`src/rtl/counter_arbiter.sv`:
```
// -----------------------------------------------------------------------------
// counter_arbiter
//
// Round-robin scheduler sharing one WIDTH-bit interval counter between
// NUM_REQ requesters. The granted requester runs the counter from 0 up to
// its duration (sampled at grant), then receives a one-cycle done pulse.
// Dropping the request while running aborts the job without a done pulse.
//
// Ports:
//   clock  - rising-edge clock
//   rst    - asynchronous active-low reset
//   req    - per-requester request level, held high until done
//   dur    - per-requester duration, lane i at dur[i*WIDTH +: WIDTH]
//   gnt    - one-hot grant (registered)
//   done   - one-hot completion pulse, one cycle (registered)
//   busy   - high whenever the scheduler is not idle
//   d_en   - counter enable, high while the interval is running
//   d_out  - current counter value
// -----------------------------------------------------------------------------
module counter_arbiter #(
    parameter int NUM_REQ = 4,
    parameter int WIDTH   = 12
) (
    input  logic                       clock,
    input  logic                       rst,
    input  logic [NUM_REQ-1:0]         req,
    input  logic [NUM_REQ*WIDTH-1:0]   dur,
    output logic [NUM_REQ-1:0]         gnt,
    output logic [NUM_REQ-1:0]         done,
    output logic                       busy,
    output logic                       d_en,
    output logic [WIDTH-1:0]           d_out
);

    localparam int IW = $clog2(NUM_REQ);

    localparam logic [1:0] S_IDLE = 2'd0;
    localparam logic [1:0] S_RUN  = 2'd1;
    localparam logic [1:0] S_DONE = 2'd2;

    localparam logic [IW-1:0]      LAST_INIT = IW'(NUM_REQ - 1);
    localparam logic [NUM_REQ-1:0] ONE_HOT0  = {{(NUM_REQ-1){1'b0}}, 1'b1};
    localparam logic [WIDTH-1:0]   CNT_ONE   = {{(WIDTH-1){1'b0}}, 1'b1};
    localparam logic [IW:0]        NUM_EXT   = (IW+1)'(NUM_REQ);

    logic [1:0]         state_r;
    logic [IW-1:0]      w_r;
    logic [IW-1:0]      last_r;
    logic [WIDTH-1:0]   target_r;
    logic [WIDTH-1:0]   count_r;
    logic [NUM_REQ-1:0] gnt_r;
    logic [NUM_REQ-1:0] done_r;

    logic [IW-1:0]      win_s;
    logic               win_valid_s;

    // Round-robin pick: scan offsets from the far end down to last+1 so the
    // requester nearest after the last grant overwrites any earlier candidate.
    always_comb begin
        logic [IW:0] cand;
        win_s       = last_r;
        win_valid_s = 1'b0;
        cand        = {(IW+1){1'b0}};
        for (int i = NUM_REQ; i >= 1; i--) begin
            cand        = {1'b0, last_r} + (IW+1)'(i);
            cand        = (cand >= NUM_EXT) ? (cand - NUM_EXT) : cand;
            win_s       = req[cand[IW-1:0]] ? cand[IW-1:0] : win_s;
            win_valid_s = req[cand[IW-1:0]] | win_valid_s;
        end
    end

    // Scheduler state, interval counter and registered grant/done outputs.
    always_ff @(posedge clock or negedge rst) begin
        if (!rst) begin
            state_r  <= S_IDLE;
            w_r      <= {IW{1'b0}};
            last_r   <= LAST_INIT;
            target_r <= {WIDTH{1'b0}};
            count_r  <= {WIDTH{1'b0}};
            gnt_r    <= {NUM_REQ{1'b0}};
            done_r   <= {NUM_REQ{1'b0}};
        end else begin
            case (state_r)
                S_IDLE: begin
                    if (win_valid_s) begin
                        state_r  <= S_RUN;
                        w_r      <= win_s;
                        gnt_r    <= ONE_HOT0 << win_s;
                        target_r <= dur[win_s*WIDTH +: WIDTH];
                        count_r  <= {WIDTH{1'b0}};
                    end
                end
                S_RUN: begin
                    // Abort outranks terminal count; count holds either way.
                    if (!req[w_r]) begin
                        state_r <= S_IDLE;
                        gnt_r   <= {NUM_REQ{1'b0}};
                        last_r  <= w_r;
                    end else if (count_r == target_r) begin
                        state_r <= S_DONE;
                        done_r  <= ONE_HOT0 << w_r;
                    end else begin
                        count_r <= count_r + CNT_ONE;
                    end
                end
                S_DONE: begin
                    state_r <= S_IDLE;
                    gnt_r   <= {NUM_REQ{1'b0}};
                    done_r  <= {NUM_REQ{1'b0}};
                    last_r  <= w_r;
                end
                default: begin
                    state_r <= S_IDLE;
                    gnt_r   <= {NUM_REQ{1'b0}};
                    done_r  <= {NUM_REQ{1'b0}};
                end
            endcase
        end
    end

    assign gnt   = gnt_r;
    assign done  = done_r;
    assign d_out = count_r;
    assign d_en  = (state_r == S_RUN);
    assign busy  = (state_r != S_IDLE);

endmodule

```
`config.mk`:
```
export PLATFORM = sky130hd
export DESIGN_NAME = counter_arbiter
export DESIGN_NICKNAME = d
export VERILOG_FILES = /design/src/rtl/counter_arbiter.sv
export SDC_FILE = /design/constraint.sdc
export NUM_CORES = 1
export LEC_CHECK = 0
export ABC_AREA = 0
export ABC_CLOCK_PERIOD_IN_PS = 4050
export CAP_MARGIN = 40
export CORE_ASPECT_RATIO = 0.7
export CORE_MARGIN = 8
export CORE_UTILIZATION = 31
export DETAILED_ROUTE_END_ITERATION = 7
export GPL_TIMING_DRIVEN = 0
export SYNTH_ARGS = -nofsm -noshare
export SYNTH_HDL_FRONTEND = slang
export SYNTH_SLANG_ARGS = --single-unit
```
`constraint.sdc`:
```
create_clock -name clock -period 4.05 [get_ports clock]
set_input_delay 0.405 -clock clock [delete_from_list [all_inputs] [get_ports clock]]
set_output_delay 0.405 -clock clock [all_outputs]
set_load 0.05 [all_outputs]
```
==> results.cfg, run 1 <==
[pwr]
peakVddDrop_v = 0.0002984
sw_frac_of_total_pct = 46.09
powerDensity_nw_per_um2 = 677.1
power_switching_mw = 1.098
p_total_mw = 2.382
p_comb_share_pct = 56.1
p_seq_share_pct = 27.4
power.leakage_nw = 1.470
cellInternalPower_mw = 1.284
power.clock.fraction_pct = 16.5

[worst_hold_path]
whs_path_depth = 1
min_path_type = register to register
worstHoldEndpoint = state_r[1]$_DFFE_PN0P_
hp-start = state_r[1]$_DFFE_PN0P_

[worst_setup_path]
arrival_ps = 2540
cp-start-kind = input pin
end_kind = register
r2r_slack_ps = 1910
worstPathMaxFanout = 10
r2r_start = last_r[0]$_DFFE_PN1P_
worstRegToRegCells = 6
crit_type = input pin to register
required_ps = 4190
reg2reg_to = target_r[9]$_DFFE_PN0P_

[detailed_routing]
vias_per_cell = 5.386
drtIter0Drc = 144
wl_per_cell_um = 17.68
wirelength_mm = 8.011
firstDrtPassIters = 5
drc = 0
vias = 2440
drtAntennaViolNets = 0

[outcome]
status = finished, final reports clean

[global_route]
grt_pass1_wl_mm = 13.11
grt_pass1_vias = 2567
overflow = 0
grt_max_degree = 32
antenna_found_initial = 0
track_usage_pct = 14.50

[placement]
dp_hpwl_mm = 6.265
place.gp.congestion = 0.8454
io_buffers = 75
place_inst = 444

[logic_synthesis]
synth.avg_cell_area_sq_um = 9.241
ys.flop_type = dfrtp_1
yosys_warnings = 0
yosys_register_bits = 38
netlist_instances = 267
synth_nets = 324
yosysUniqueCellTypes = 46
ys_async_sr_fraction_pct = 100.0
netlist_top_cells_area = dfrtp_1, a211oi_1, and3_1, o31ai_1, nand2_1
synth_area_sq_um = 2467
synth.largest_area_cell = dfrtp_1
ys_seq_area_share_pct = 38.64
synth-edff-count = 0
synth_top_area_share_pct = 36.51

[timing]
setup_viol = 0
rsz0062_at_grt = false
tightestPinTransition_ps = 582.3
setup_tns_ps = 0
hold_viol = 0
final.min_clock_period_ps = 2405
finalCritPeriodShare_pct = 59.39
slew_viol_final = 0
max_slew_margin_pct = 61.01
max_freq_ghz = 0.4158
clock_skew_ps = 3.848

[finish]
multi_input_area_sq_um = 1395
seq_area_sq_um = 953.4
syn_to_final_growth_pct = 42.55
final_layout_size_suffix_gt1_share_pct = 8.523
diodes = 0
final_cell_count_no_fill = 453
finalNetCount = 408
layout.filler_cells = 772

[run]
maxCapViolations = 0

[floorplan]
fp.dieH_um = 90.64
core_region_area_sq_um = 7804
boundaryPins = 76
die_w_um = 122.6
die_area_sq_um = 11120
num_rows = 27
initial_core_util_pct = 31.62

[cts]
cts_setup_buffers = 0
clk_latency_ps = 270
cts_buffers = 5
cts_resized = 0
cts_tree = done
clockBufferDepth = 2
htree_levels = 2
clkSinkCount = 38
ctsHoldBuffers = 1
clk_pin_slew_ps = 60
cts.root.buffer_cell = clkbuf_16
## synth_stat cells, types with 2 or more instances
cell type / n
xor2_1: 12
nor2_1: 8
nor2b_1: 2
mux2_2: 2
inv_1: 5
o2bb2a_1: 3
a31oi_1: 2
mux2i_1: 3
a32o_1: 4
a21oi_1: 8
and3_1: 25
o31ai_1: 19
o31a_2: 2
and4_1: 2
o21ai_0: 10
clkbuf_8: 2
clkbuf_1: 8
a21o_1: 2
dfrtp_1: 36
dfstp_2: 2
nand2b_1: 8
or2_2: 2
or4_1: 5
buf_2: 4
nand4_1: 3
nor4_1: 5
nand2_1: 32
a211oi_1: 24
nand3_1: 8
ha_1: 3
## layout make-up
class | count | share of cell area [%]
Sequential cell | 38 | 27.11
Tap cell | 101 | 3.593
Clock inverter | 1 | 0.1423
Buffer | 17 | 2.846
Clock buffer | 7 | 4.056
Timing Repair Buffer | 77 | 22.06
Multi-Input combinational cell | 207 | 39.67
Inverter | 5 | 0.5336
## layout by cell type, fill, tap and decap left out, drive strengths merged, types with 3 or more instances in the layout
cell / n
xor2: 12
ha: 3
or4: 5
a32o: 4
a21oi: 8
nand2: 32
nor2: 8
a211oi: 24
buf: 9
inv: 5
o2bb2a: 3
and3: 25
nand4: 3
clkbuf: 17
dfrtp: 36
o21ai: 11
clkdlybuf4s50: 74
nand2b: 8
o31ai: 19
nand3: 8
nor4: 5
mux2i: 3
## layer usage
metal / up-vias / routed length, um / part of all wire (%) / track usage (%)
li1: 1181 / - / - / -
met1: 1185 / 3985 / 50 / 20.57
met2: 72 / 3375 / 42 / 21.29
met3: 2 / 639 / 8.0 / 4.685
met4: 0 / 10 / 0.12 / 1.921
met5: - / 0 / 0 / 0
## how the worst max path moves through the flow
stage                                       from                  endpoint  depth (start not counted)
after floorplan           state_r[0]$_DFFE_PN0P_     d_out[10]$_DFFE_PN0P_                          6
after global placement                    req[3]   target_r[2]$_DFFE_PN0P_                          6
after detailed placement                  req[0]   target_r[9]$_DFFE_PN0P_                          6
after CTS                                 req[0]   target_r[9]$_DFFE_PN0P_                          6
after global routing                      req[3]  target_r[11]$_DFFE_PN0P_                          6
final                                     req[0]   target_r[9]$_DFFE_PN0P_                          6
## power groups by stage
stage	Combinational [mW]	Sequential (mW)	Clock [mW]
2_1_floorplan	0.782	0.773	0
3_5_place_dp	1.33	0.657	0
3_3_place_gp	1.31	0.654	0
6_report	1.34	0.653	0.392
4_1_cts	1.34	0.653	0.398
5_1_grt	1.46	0.673	0.412
## flip-flops by register name, summed over array words and instances, names as in the netlist
name / flops
d_out: 12
target_r: 12
done: 4
gnt: 4
last_r: 2
state_r: 2
w_r: 2
## cells by family (layout without fill, tap and decap cells)
kind of cell,after synthesis,after routing,synth area share [%]
xor+xnor,12,12,4.260
simple gates,104,104,22.57
fa+ha+maj,3,3,1.521
flops,38,38,38.64
mux,6,6,3.043
buf+inv,22,107,4.818
compound gates,82,82,25.15
## worst max-delay path: stages
cell             delay (ps)
clkdlybuf4s50_1         530
o211ai_1                550
nand2_1                 300
buf_2                   270
a211oi_1                360
o31ai_1                 110
## stage by stage
| step | util (%) | hold slack, ps | area [sq um] | worst slack, ps |
|---|---|---|---|---|
| detailed placement | 43.05 | 266.7 | 3359 | 1364 |
| global route | 45.07 | 518.6 | 3517 | 1457 |
| finish | 45.07 | 492.6 | 3517 | 1645 |
| floorplan | - | 109.4 | 2467 | 2014 |
| CTS | 45.07 | 493.4 | 3517 | 1648 |
| global placement | 42.86 | 473.7 | 3344 | 1430 |
(Power assumes the default switching activity.)
==> inputs of run 2 (changes only) <==
--- a/config.mk
+++ b/config.mk
@@ -6,7 +6,7 @@
 export NUM_CORES = 1
 export LEC_CHECK = 0
 export ABC_AREA = 0
-export ABC_CLOCK_PERIOD_IN_PS = 4050
+export ABC_CLOCK_PERIOD_IN_PS = 2100
 export CAP_MARGIN = 40
 export CORE_ASPECT_RATIO = 0.7
 export CORE_MARGIN = 8
==> constraint.sdc (replaced) <==
create_clock -name clock -period 2.1 [get_ports clock]
set_input_delay 0.21 -clock clock [delete_from_list [all_inputs] [get_ports clock]]
set_output_delay 0.21 -clock clock [all_outputs]
set_load 0.05 [all_outputs]
==> results.cfg, run 2 (synthesis gave the netlist of run 1 again) <==
[worst_setup_path]
required_ps = 2250
crit_type = register to register
worstPathMaxFanout = 10
cp-start-kind = register
arrival_ps = 2200
end_kind = register

[floorplan]
initial_core_util_pct = 31.62
die_area_sq_um = 11120
die_w_um = 122.6
fp.dieH_um = 90.64
core_region_area_sq_um = 7804
num_rows = 27
boundaryPins = 76

[finish]
final_layout_size_suffix_gt1_share_pct = 13.24
finalNetCount = 411
multi_input_area_sq_um = 1453
final_common_cell = clkdlybuf4s50_1
diodes = 0
final_cell_mix = clkdlybuf4s50_1, dfrtp_1, nand2_1, and3_1, a211oi_1
seq_area_sq_um = 954.7
postLayoutCellArea_sq_um = 3606
syn_to_final_growth_pct = 46.15
layout.filler_cells = 763

[pwr]
peakVddDrop_v = 0.0005750
sw_frac_of_total_pct = 46.32
power.leakage_nw = 1.523
p_comb_share_pct = 57.3
power_switching_mw = 2.192
cellInternalPower_mw = 2.540
power.clock.fraction_pct = 16.0
powerDensity_nw_per_um2 = 1312
p_seq_share_pct = 26.8
p_total_mw = 4.732

[timing]
clock_skew_ps = 3.180
tightestPinTransition_ps = 522.0
final.min_clock_period_ps = 2043
slew_viol_final = 0
max_slew_margin_pct = 65.09
rsz0062_at_grt = true
fin_ws_ps = 56.55
hold_viol = 0
max_freq_ghz = 0.4894
finalCritPeriodShare_pct = 97.31
setup_viol = 0
holdWs_ps = 313.0

[global_route]
grt_pass1_vias = 2566
antenna_found_initial = 0
grt_pass1_wl_mm = 13.17
track_usage_pct = 14.57
grt_max_degree = 32
overflow = 0

[run]
maxCapViolations = 0

[worst_hold_path]
min_path_type = input pin to asynchronous set/reset pin

[placement]
dp_hpwl_mm = 6.265
io_buffers = 75
place.gp.congestion = 0.8454
place_area_sq_um = 3359
post-place-ws_ps = -391.2

[detailed_routing]
drtIter0Drc = 149
wirelength_mm = 8.081
wl_per_cell_um = 17.72
drc = 0
drtAntennaViolNets = 0
vias = 2449
vias_per_cell = 5.371
firstDrtPassIters = 4

[cts]
cts_tree = done
clockBufferDepth = 2
clk_latency_ps = 280
clk_pin_slew_ps = 60
htree_levels = 2
cts.root.buffer_cell = clkbuf_16
cts_buffers = 5
clkSinkCount = 38

[outcome]
status = finished, final reports clean
-- run 2: power by group through the flow --
| stage | sequential, mW | clock, mW | combinational (mW) |
|---|---|---|---|
| 5_1_grt | 1.30 | 0.795 | 2.96 |
| 4_1_cts | 1.26 | 0.767 | 2.60 |
| 3_5_place_dp | 1.27 | 0 | 2.56 |
| 6_report | 1.27 | 0.755 | 2.71 |
| 2_1_floorplan | 1.49 | 0 | 1.51 |
| 3_3_place_gp | 1.26 | 0 | 2.52 |
-- run 2: cell type report --
class / count / share of cell area (%)
inverter: 5 / 0.5205
timing repair buffer: 80 / 22.21
clock buffer: 7 / 3.956
buffer: 17 / 2.915
clock inverter: 1 / 0.1388
multi-input combinational: 207 / 40.28
sequential: 38 / 26.47
tap: 101 / 3.505
-- run 2: through the flow --
stage          util, %  setup TNS [ps]  instances
3_5_place_dp     43.05           -6172        444
4_1_cts          45.33               0        455
6_report         46.21               0        456
2_1_floorplan        -               0        267
5_1_grt          46.21          -55.48        456
3_3_place_gp     42.86           -9565        443
-- run 2: worst paths after layout --
check | start | end | slack [ps] | depth (start not counted)
hold reg to reg | state_r[1]$_DFFE_PN0P_ | state_r[1]$_DFFE_PN0P_ | 490 | 1
setup reg to reg | last_r[0]$_DFFE_PN1P_ | target_r[6]$_DFFE_PN0P_ | 60 | 6
hold / removal | rst | d_out[10]$_DFFE_PN0P_ | 310 | 2
setup / recovery | last_r[0]$_DFFE_PN1P_ | target_r[6]$_DFFE_PN0P_ | 60 | 6
min in group clock | req[2] | done[2]$_DFFE_PN0P_ | 450 | 4
max in group asynchronous | rst | last_r[0]$_DFFE_PN1P_ | 1290 | 3
-- run 2: worst max-delay path, stage by stage, from the launching register on --
cell      delay, ps
dfstp_2         570
nand2b_1        130
o21ai_0         150
a221o_1         430
clkbuf_2        260
a211oi_1        280
o31ai_1         100
-- run 2: per-layer routing --
layer	vias to the layer above	share of wire [%]	GRT usage, %
met5	-	0	0
met4	0	0.12	1.820
met3	2	8.0	4.372
met2	84	43	21.47
met1	1172	49	20.83
li1	1191	-	-
-- run 2: repair_timing --
action	in CTS	in global routing
hold endpoints to repair	7	0
pin swaps	2	2
setup endpoints to repair	14	30
setup buffers	2	1
hold buffers	1	0
gates resized for setup	4	19
